## src/rtl/motoro3_ramp_ctrl.sv

```systemverilog
// -----------------------------------------------------------------------------
// motoro3_ramp_ctrl
// Speed-profile controller for the 3-phase commutation state machine.
// Kicks the motor block with a one-cycle start pulse, then ramps the
// step-period word m3freq (larger = slower, period = m3freq*64 clocks) from
// the launch value toward the commanded target, one RAMP_INC move every
// ACCEL_STEPS commutation-step advances. On stop it ramps back to the launch
// value before dropping the bridge enable. Stalls (no advance for WDOG_CYC
// clocks), kick timeouts and illegal step codes latch FAULT.
//
// Ports
//   clk          10 MHz clock; every flop runs on the falling edge
//   nRst         asynchronous active-low reset
//   cmd_run      level: 1 = run, 0 = stop
//   fault_clr    pulse: leaves FAULT only while cmd_run = 0
//   start_freq   launch/stop m3freq, latched when leaving IDLE
//   target_freq  commanded m3freq, 0 is treated as 1
//   m3step       current commutation step (legal codes 1..6)
//   m3start      one-cycle start pulse to the motor block
//   m3freq       step-period word to the motor block
//   drive_en     bridge enable
//   at_speed     high while in RUN
//   fault        high while in FAULT
//   rev_cnt      saturating count of 6->1 advances since the last start
//   state        IDLE=0 KICK=1 RAMP=2 RUN=3 STOPPING=4 FAULT=5
// -----------------------------------------------------------------------------
module motoro3_ramp_ctrl #(
  parameter int ACCEL_STEPS = 6,
  parameter int RAMP_INC    = 4,
  parameter int WDOG_CYC    = 131072,
  parameter int KICK_TMO    = 8
) (
  input  logic        clk,
  input  logic        nRst,
  input  logic        cmd_run,
  input  logic        fault_clr,
  input  logic [9:0]  start_freq,
  input  logic [9:0]  target_freq,
  input  logic [3:0]  m3step,
  output logic        m3start,
  output logic [9:0]  m3freq,
  output logic        drive_en,
  output logic        at_speed,
  output logic        fault,
  output logic [15:0] rev_cnt,
  output logic [2:0]  state
);

  typedef enum logic [2:0] {
    S_IDLE  = 3'd0,
    S_KICK  = 3'd1,
    S_RAMP  = 3'd2,
    S_RUN   = 3'd3,
    S_STOP  = 3'd4,
    S_FAULT = 3'd5
  } state_t;

  localparam int WD_W = $clog2(WDOG_CYC);
  localparam int KW   = $clog2(KICK_TMO + 1);
  localparam logic [WD_W-1:0] WD_LAST   = WD_W'(WDOG_CYC - 1);
  localparam logic [KW-1:0]   KICK_LAST = KW'(KICK_TMO - 1);
  localparam logic [5:0]      DIV_LAST  = 6'(ACCEL_STEPS - 1);
  localparam logic [10:0]     INC       = 11'(RAMP_INC);

  state_t            state_q, state_d;
  logic [3:0]        step_q;
  logic [9:0]        freq_q, freq_d;
  logic [9:0]        sf_q, sf_d;
  logic [5:0]        div_q, div_d;
  logic [WD_W-1:0]   wdog_q, wdog_d;
  logic [KW-1:0]     kick_q, kick_d;
  logic [15:0]       rev_q, rev_d;
  logic              m3start_q, drive_en_q, at_speed_q, fault_q;

  logic              legal_s, adv_s, wrap_s, watched_s, watched_d_s;
  logic              flt_s, div_hit_s, ramp_go_s;
  logic              ramping_q_s, ramping_d_s;
  logic [9:0]        tgt_s, ramp_dst_s;

  // One RAMP_INC move toward dst in 11-bit arithmetic; snaps onto dst when
  // within one increment, so the result never crosses dst and never wraps.
  function automatic logic [9:0] step_toward(input logic [9:0] cur, input logic [9:0] dst);
    logic [10:0] c, d, diff, res;
    c = {1'b0, cur};
    d = {1'b0, dst};
    if (c > d) begin
      diff = c - d;
      res  = (diff <= INC) ? d : (c - INC);
    end else begin
      diff = d - c;
      res  = (diff <= INC) ? d : (c + INC);
    end
    return res[9:0];
  endfunction

  assign legal_s     = (m3step >= 4'd1) && (m3step <= 4'd6);
  assign adv_s       = legal_s && (m3step != step_q);
  assign wrap_s      = adv_s && (step_q == 4'd6) && (m3step == 4'd1);
  assign tgt_s       = (target_freq == 10'd0) ? 10'd1 : target_freq;
  assign watched_s   = state_q inside {S_RAMP, S_RUN, S_STOP};
  assign watched_d_s = state_d inside {S_RAMP, S_RUN, S_STOP};
  assign ramping_q_s = state_q inside {S_RAMP, S_STOP};
  assign ramping_d_s = state_d inside {S_RAMP, S_STOP};
  // Stall: the counter is about to reach WDOG_CYC with no advance this cycle.
  assign flt_s       = watched_s && (!legal_s || (!adv_s && (wdog_q == WD_LAST)));
  assign div_hit_s   = adv_s && (div_q == DIV_LAST);

  // Next-state selection; faults beat cmd_run, cmd_run beats ramp progress.
  always_comb begin
    state_d    = state_q;
    ramp_go_s  = 1'b0;
    ramp_dst_s = tgt_s;
    case (state_q)
      S_IDLE: begin
        if (cmd_run) state_d = S_KICK;
        else         state_d = S_IDLE;
      end
      S_KICK: begin
        if ((m3step != 4'd1) && (kick_q == KICK_LAST)) state_d = S_FAULT;
        else if (!cmd_run)                              state_d = S_STOP;
        else if (m3step == 4'd1)                        state_d = S_RAMP;
        else                                            state_d = S_KICK;
      end
      S_RAMP: begin
        if (flt_s)                 state_d = S_FAULT;
        else if (!cmd_run)         state_d = S_STOP;
        else if (freq_q == tgt_s)  state_d = S_RUN;
        else begin
          state_d   = S_RAMP;
          ramp_go_s = 1'b1;
        end
      end
      S_RUN: begin
        if (flt_s)                 state_d = S_FAULT;
        else if (!cmd_run)         state_d = S_STOP;
        else if (freq_q != tgt_s)  state_d = S_RAMP;
        else                       state_d = S_RUN;
      end
      S_STOP: begin
        ramp_dst_s = sf_q;
        if (flt_s)                 state_d = S_FAULT;
        else if (cmd_run)          state_d = S_RAMP;
        else if (freq_q == sf_q)   state_d = S_IDLE;
        else begin
          state_d   = S_STOP;
          ramp_go_s = 1'b1;
        end
      end
      S_FAULT: begin
        if (fault_clr && !cmd_run) state_d = S_IDLE;
        else                       state_d = S_FAULT;
      end
      default: state_d = S_IDLE;
    endcase
  end

  // Datapath next values: launch latch, ramp moves and the three counters.
  always_comb begin
    freq_d = freq_q;
    sf_d   = sf_q;
    div_d  = div_q;
    wdog_d = wdog_q;
    kick_d = kick_q;
    rev_d  = rev_q;

    if ((state_q == S_IDLE) && (state_d == S_KICK)) begin
      sf_d   = start_freq;
      freq_d = start_freq;
    end else if (ramp_go_s && div_hit_s) begin
      freq_d = step_toward(freq_q, ramp_dst_s);
    end else begin
      freq_d = freq_q;
    end

    // Divider survives RAMP<->STOPPING swaps so a resumed ramp keeps its phase.
    if (ramp_go_s) begin
      if (div_hit_s)  div_d = 6'd0;
      else if (adv_s) div_d = div_q + 6'd1;
      else            div_d = div_q;
    end else if (ramping_q_s && ramping_d_s) begin
      div_d = div_q;
    end else begin
      div_d = 6'd0;
    end

    if (watched_s && watched_d_s) wdog_d = adv_s ? '0 : (wdog_q + 1'b1);
    else                          wdog_d = '0;

    if ((state_q == S_KICK) && (state_d == S_KICK)) kick_d = kick_q + 1'b1;
    else                                            kick_d = '0;

    if ((state_q == S_IDLE) && (state_d == S_KICK)) rev_d = 16'd0;
    else if (wrap_s && (rev_q != 16'hFFFF))         rev_d = rev_q + 16'd1;
    else                                            rev_d = rev_q;
  end

  // State, datapath and output registers, all on the falling edge.
  always_ff @(negedge clk or negedge nRst) begin
    if (!nRst) begin
      state_q    <= S_IDLE;
      step_q     <= 4'd0;
      freq_q     <= 10'd0;
      sf_q       <= 10'd0;
      div_q      <= 6'd0;
      wdog_q     <= '0;
      kick_q     <= '0;
      rev_q      <= 16'd0;
      m3start_q  <= 1'b0;
      drive_en_q <= 1'b0;
      at_speed_q <= 1'b0;
      fault_q    <= 1'b0;
    end else begin
      state_q    <= state_d;
      step_q     <= m3step;
      freq_q     <= freq_d;
      sf_q       <= sf_d;
      div_q      <= div_d;
      wdog_q     <= wdog_d;
      kick_q     <= kick_d;
      rev_q      <= rev_d;
      // KICK is only reachable from IDLE, so this pulse is always isolated.
      m3start_q  <= (state_q == S_IDLE) && (state_d == S_KICK);
      drive_en_q <= state_d inside {S_KICK, S_RAMP, S_RUN, S_STOP};
      at_speed_q <= (state_d == S_RUN);
      fault_q    <= (state_d == S_FAULT);
    end
  end

  assign m3start  = m3start_q;
  assign m3freq   = freq_q;
  assign drive_en = drive_en_q;
  assign at_speed = at_speed_q;
  assign fault    = fault_q;
  assign rev_cnt  = rev_q;
  assign state    = state_q;

endmodule
```

## config.mk

```make
export PLATFORM = sky130hd
export DESIGN_NAME = motoro3_ramp_ctrl
export DESIGN_NICKNAME = d
export VERILOG_FILES = /design/src/rtl/motoro3_ramp_ctrl.sv
export SDC_FILE = /design/constraint.sdc
export NUM_CORES = 1
export LEC_CHECK = 0
export BUFFER_PORTS_ARGS = -buffer_cell sky130_fd_sc_hd__buf_2
export CORE_ASPECT_RATIO = 0.8
export CORE_MARGIN = 2
export CORE_UTILIZATION = 60
export DETAILED_ROUTE_END_ITERATION = 16
export GPL_TIMING_DRIVEN = 1
export PLACE_DENSITY = 0.82
export SYNTH_ARGS = -nofsm -noshare
export SYNTH_HDL_FRONTEND = slang
export SYNTH_SLANG_ARGS = --single-unit
```

## constraint.sdc

```tcl
create_clock -name clk -period 5.1 [get_ports clk]
set_clock_uncertainty 0.15 [all_clocks]
set_input_delay 0.765 -clock clk [delete_from_list [all_inputs] [get_ports clk]]
set_output_delay 0.765 -clock clk [all_outputs]
set_load 0.03 [all_outputs]
```

## Word level (Yosys, flattened, before mapping)

Cells that the tools add are included.

| storage, ports and cells | value |
|---|---|
| latch bits | 0 |
| memories | 0 |
| register bits after elaboration | 74 |
| memory bits (read-only) | 0 |
| word-level logic and storage cells | 115 |
| memory bits (writable) | 0 |
| input bits | 28 |

| operators by class | value |
|---|---|
| muxes and demuxes | 38 |
| div/mod/pow operators | 0 |
| multipliers | 0 |
| bitwise logic cells | 0 |
| add/subtract/negate cells | 8 |
| $lt $le $gt $ge | 5 |
| equality and inequality tests | 23 |
| shift-type cells | 0 |
| reduce and logical (&&, ||, !) cells | 29 |

Operators by type and width:

| kind | number |
|---|---|
| 10-bit two-way mux | 7 |
| 17-bit two-way mux | 2 |
| 16-bit two-way mux | 2 |
| 3-bit two-way mux | 10 |
| 6-bit two-way mux | 4 |
| 11-bit by 3-bit less-or-equal comparator with 1-bit output, second input constant | 2 |
| 10-bit by 10-bit subtractor with 11-bit output | 2 |
| 10-bit == test | 2 |
| 3-bit one-hot mux with 6 select lines | 1 |
| 17-bit by 1-bit adder with 17-bit output, second input constant | 1 |
| 17-bit == test, second input constant | 1 |
| 16-bit by 1-bit adder with 16-bit output, second input constant | 1 |
| 16-bit inequality test, second input constant | 1 |
| 1-bit logical AND | 15 |
| 3-bit by 2-bit == test with 1-bit output, second input constant | 4 |
| 3-bit == test, second input constant | 4 |
| 10-bit by 3-bit adder with 10-bit output, second input constant | 1 |
| 10-bit greater-than comparator | 1 |
| 10-bit logical NOT | 1 |
| 10-bit inequality test | 1 |
| 10-bit by 3-bit subtractor with 10-bit output, second input constant | 1 |
| 1-bit two-way mux | 9 |
| 4-bit by 3-bit == test with 1-bit output, second input constant | 2 |
| 2-bit nonzero test | 4 |
| 20 further kinds | 24 |

## Depth between registers and ports, before layout

| depth | value |
|---|---|
| depth in word-level cells | 14 |
| mapped depth | 17 |
| mapped depth without buffers | 14 |

==> qor.csv <==
metric,value,unit
Clock Tree Buf Depth,2,
violations in the final reports,negative setup slack,
status,"finished, violations left",
Final WS setup,-1380,ps
Post-synth EDFFs,0,
layout cell share with drive strength beyond 1,0.429,
total wire length,25.2,mm
drt drc,0,
CTS buffer count,9,
Area contributors post-synth,"dfrtn_1 (35%), ha_1 (5.4%), nor2_1 (5.3%)",
Die H,88.5,um
Synth Cell Area,5350,um2
initial drt markers,1265,
root buffer cell,clkbuf_8,
kind of critical path,primary input to register,
"Remaining Overflow, GRT",0,
Yosys cell types,75,
"Reg clk slew, reported paths",60,ps
Max-slew headroom,0.134,
worst vdd ir,0.000766,V
all-layer global routing usage,0.415,
Post-CTS Hold Buffers,0,
ANT nets after route,0,
pre-CTS setup slack,-1400,ps
Cells after Synth,639,
Die X,110,um
pin count of the biggest net entering global routing,34,
Final Util,0.938,
crit-path max FO,8,
"Area growth, synth to finish",49.9,%
top-count cell post-synth,nor2_1,
Avg Inst Size Synth,8.38,um2
"Warnings, synthesis",0,
Hold Crit Class,register to register,
flop and latch count out of synthesis,74,
Worst setup EP type,register,
"Clk Latency, worst-skew pair",350,ps
GP Congestion,1.04,
fin nets,890,
CTS tree,done,
first-pass GRT wire length,30.3,mm
Port Buf Inserts,60,
RSZ-0062 raised after global routing,true,
largest area contributor in the netlist,dfrtn_1,
via count,6948,
CP Launch Type,primary input,
Final Max Tran Viols,0,
initial antenna violation count,0,
post-synth top area share,0.346,
# rows,30,
actual slew at the worst max-slew pin,1280,ps
Pre-antenna DRT Iters,7,
I/O pins,61,
Final Hold Fails,0,
leakage,3.59,nW
endpoints failing setup,43,
"Top FF cell, synth",dfrtn_1,
Pwr Density,717,nW/um2
"FFs w/ async S/R, synth",1.00,
core footprint,8560,um2
vias per inst,7.27,
Die ar.,9700,um2
placed wire-length estimate,13.0,mm
Max H-tree Level,3,
Mapped Nets,690,
vias in the first global route,5735,
sequential share of the synthesized area,0.346,
CP required,2590,ps
"top cells by count, synth","nor2_1 (75), dfrtn_1 (74), nand2_1 (69)",
Initial Utilization,0.626,
CP Data Arrival Time,3970,ps
Max Cap Viol,0,
clock sink count,74,
wire length per cell,26.4,um
Fin Hold WS,293,ps
==> state kept, by name, summed over array words and instances, names as in the netlist, 3 cells and up <==
name,flops
rev_cnt,16
wdog_q,17
kick_q,4
state,3
step_q,4
div_q,6
sf_q,10
m3freq,10
==> power breakdown <==
part           switching, W  internal, W
sequential         0.000209     0.000698
combinational       0.00243      0.00188
clock              0.000246     0.000288
==> worst max-delay path: stages <==
cell and delay, ps:
buf_8 110, nor4_4 390, a31oi_2 190, a21oi_2 210, ha_2 240, nand3b_1 230
a31oi_2 190, o41ai_2 390, o22ai_2 150, nor4_4 290, buf_4 200, buf_6 100
nor2_4 70, a221oi_2 300, a21oi_1 130
==> per-stage QoR <==
stage	power (W)	std cells	setup TNS (ps)	cell area, um2
global route	0.00585	955	-31050	8020
floorplan	0.00267	639	-18460	5530
CTS	0.00488	937	-17460	7510
finish	0.00575	956	-29750	8030
global placement	0.00378	902	-38070	6740
detailed placement	0.00384	902	-39630	6740
==> cells in the final DEF, fill, tap and decap left out, types with 4 or more instances in the layout <==
master and instances:
and2_1 6, or3_1 6, xor2_1 30, xnor2_1 27, nand4_1 16, nand2_2 4, nand2_1 64, a21oi_1 16
a211oi_2 5, nor2_1 47, inv_1 27, clkbuf_8 10, nor2_4 10, o211ai_1 4, dfrtn_1 74, mux2i_1 4
o31ai_1 4, xnor2_2 4, nand2b_1 6, a21oi_2 11, buf_4 134, o21ai_1 8, nor2_2 18, ha_1 14
a21boi_0 4, nand3_1 30, a21o_1 5, o21a_1 4, ha_4 8, a21oi_4 5, buf_2 50, buf_6 25
nor4_1 7, and3_1 8, nor3_1 13, o21ai_0 11
==> layer usage <==
metal | wire length (um) | vias to the layer above | GRT usage
li1 | - | 2693 | -
met1 | 8800 | 3194 | 0.563
met2 | 10600 | 776 | 0.648
met3 | 3610 | 285 | 0.123
met4 | 2240 | 0 | 0.125
met5 | 0 | - | 0
==> worst paths after layout <==
| path | from | end | slack (ps) | depth (start not counted) |
|---|---|---|---|---|
| max in group asynchronous | nRst | rev_cnt[8]$_DFFE_NN0P_ | 1520 | 2 |
| setup / recovery | target_freq[7] | m3freq[9]$_DFFE_NN0P_ | -1380 | 15 |
| hold / removal | kick_q[0]$_DFF_NN0_ | kick_q[0]$_DFF_NN0_ | 290 | 1 |
| setup reg to reg | state[1]$_DFF_NN0_ | m3freq[5]$_DFFE_NN0P_ | 200 | 16 |
| hold reg to reg | kick_q[0]$_DFF_NN0_ | kick_q[0]$_DFF_NN0_ | 290 | 1 |
| min in group asynchronous | nRst | m3freq[0]$_DFFE_NN0P_ | 2650 | 1 |
==> repair_timing <==
item | in CTS | in global routing
endpoints found under the setup margin | 42 | 51
buffers inserted | 18 | 19
pin swaps | 42 | 46
resized for setup | 89 | 89
cloned | 2 | 0
endpoints found under the hold margin | 0 | 0
==> final cells by class <==
cell class / count / area (um2)
Tap cell: 112 / 140
Clock inverter: 4 / 76.3
Multi-Input combinational cell: 506 / 4040
Antenna cell: 1 / 2.50
Sequential cell: 74 / 1850
Fill cell: 277 / 532
Timing Repair Buffer: 216 / 1650
Inverter: 32 / 123
Clock buffer: 11 / 141
==> logic make-up after synthesis <==
kind of cell	Yosys count	synth area share
compound gates	130	0.171
fa+ha+maj	23	0.0538
mux	10	0.0208
flops	74	0.346
buf+inv	61	0.0435
xor+xnor	61	0.0998
simple gates	280	0.265
No activity file was read; power rests on OpenSTA's default activity.
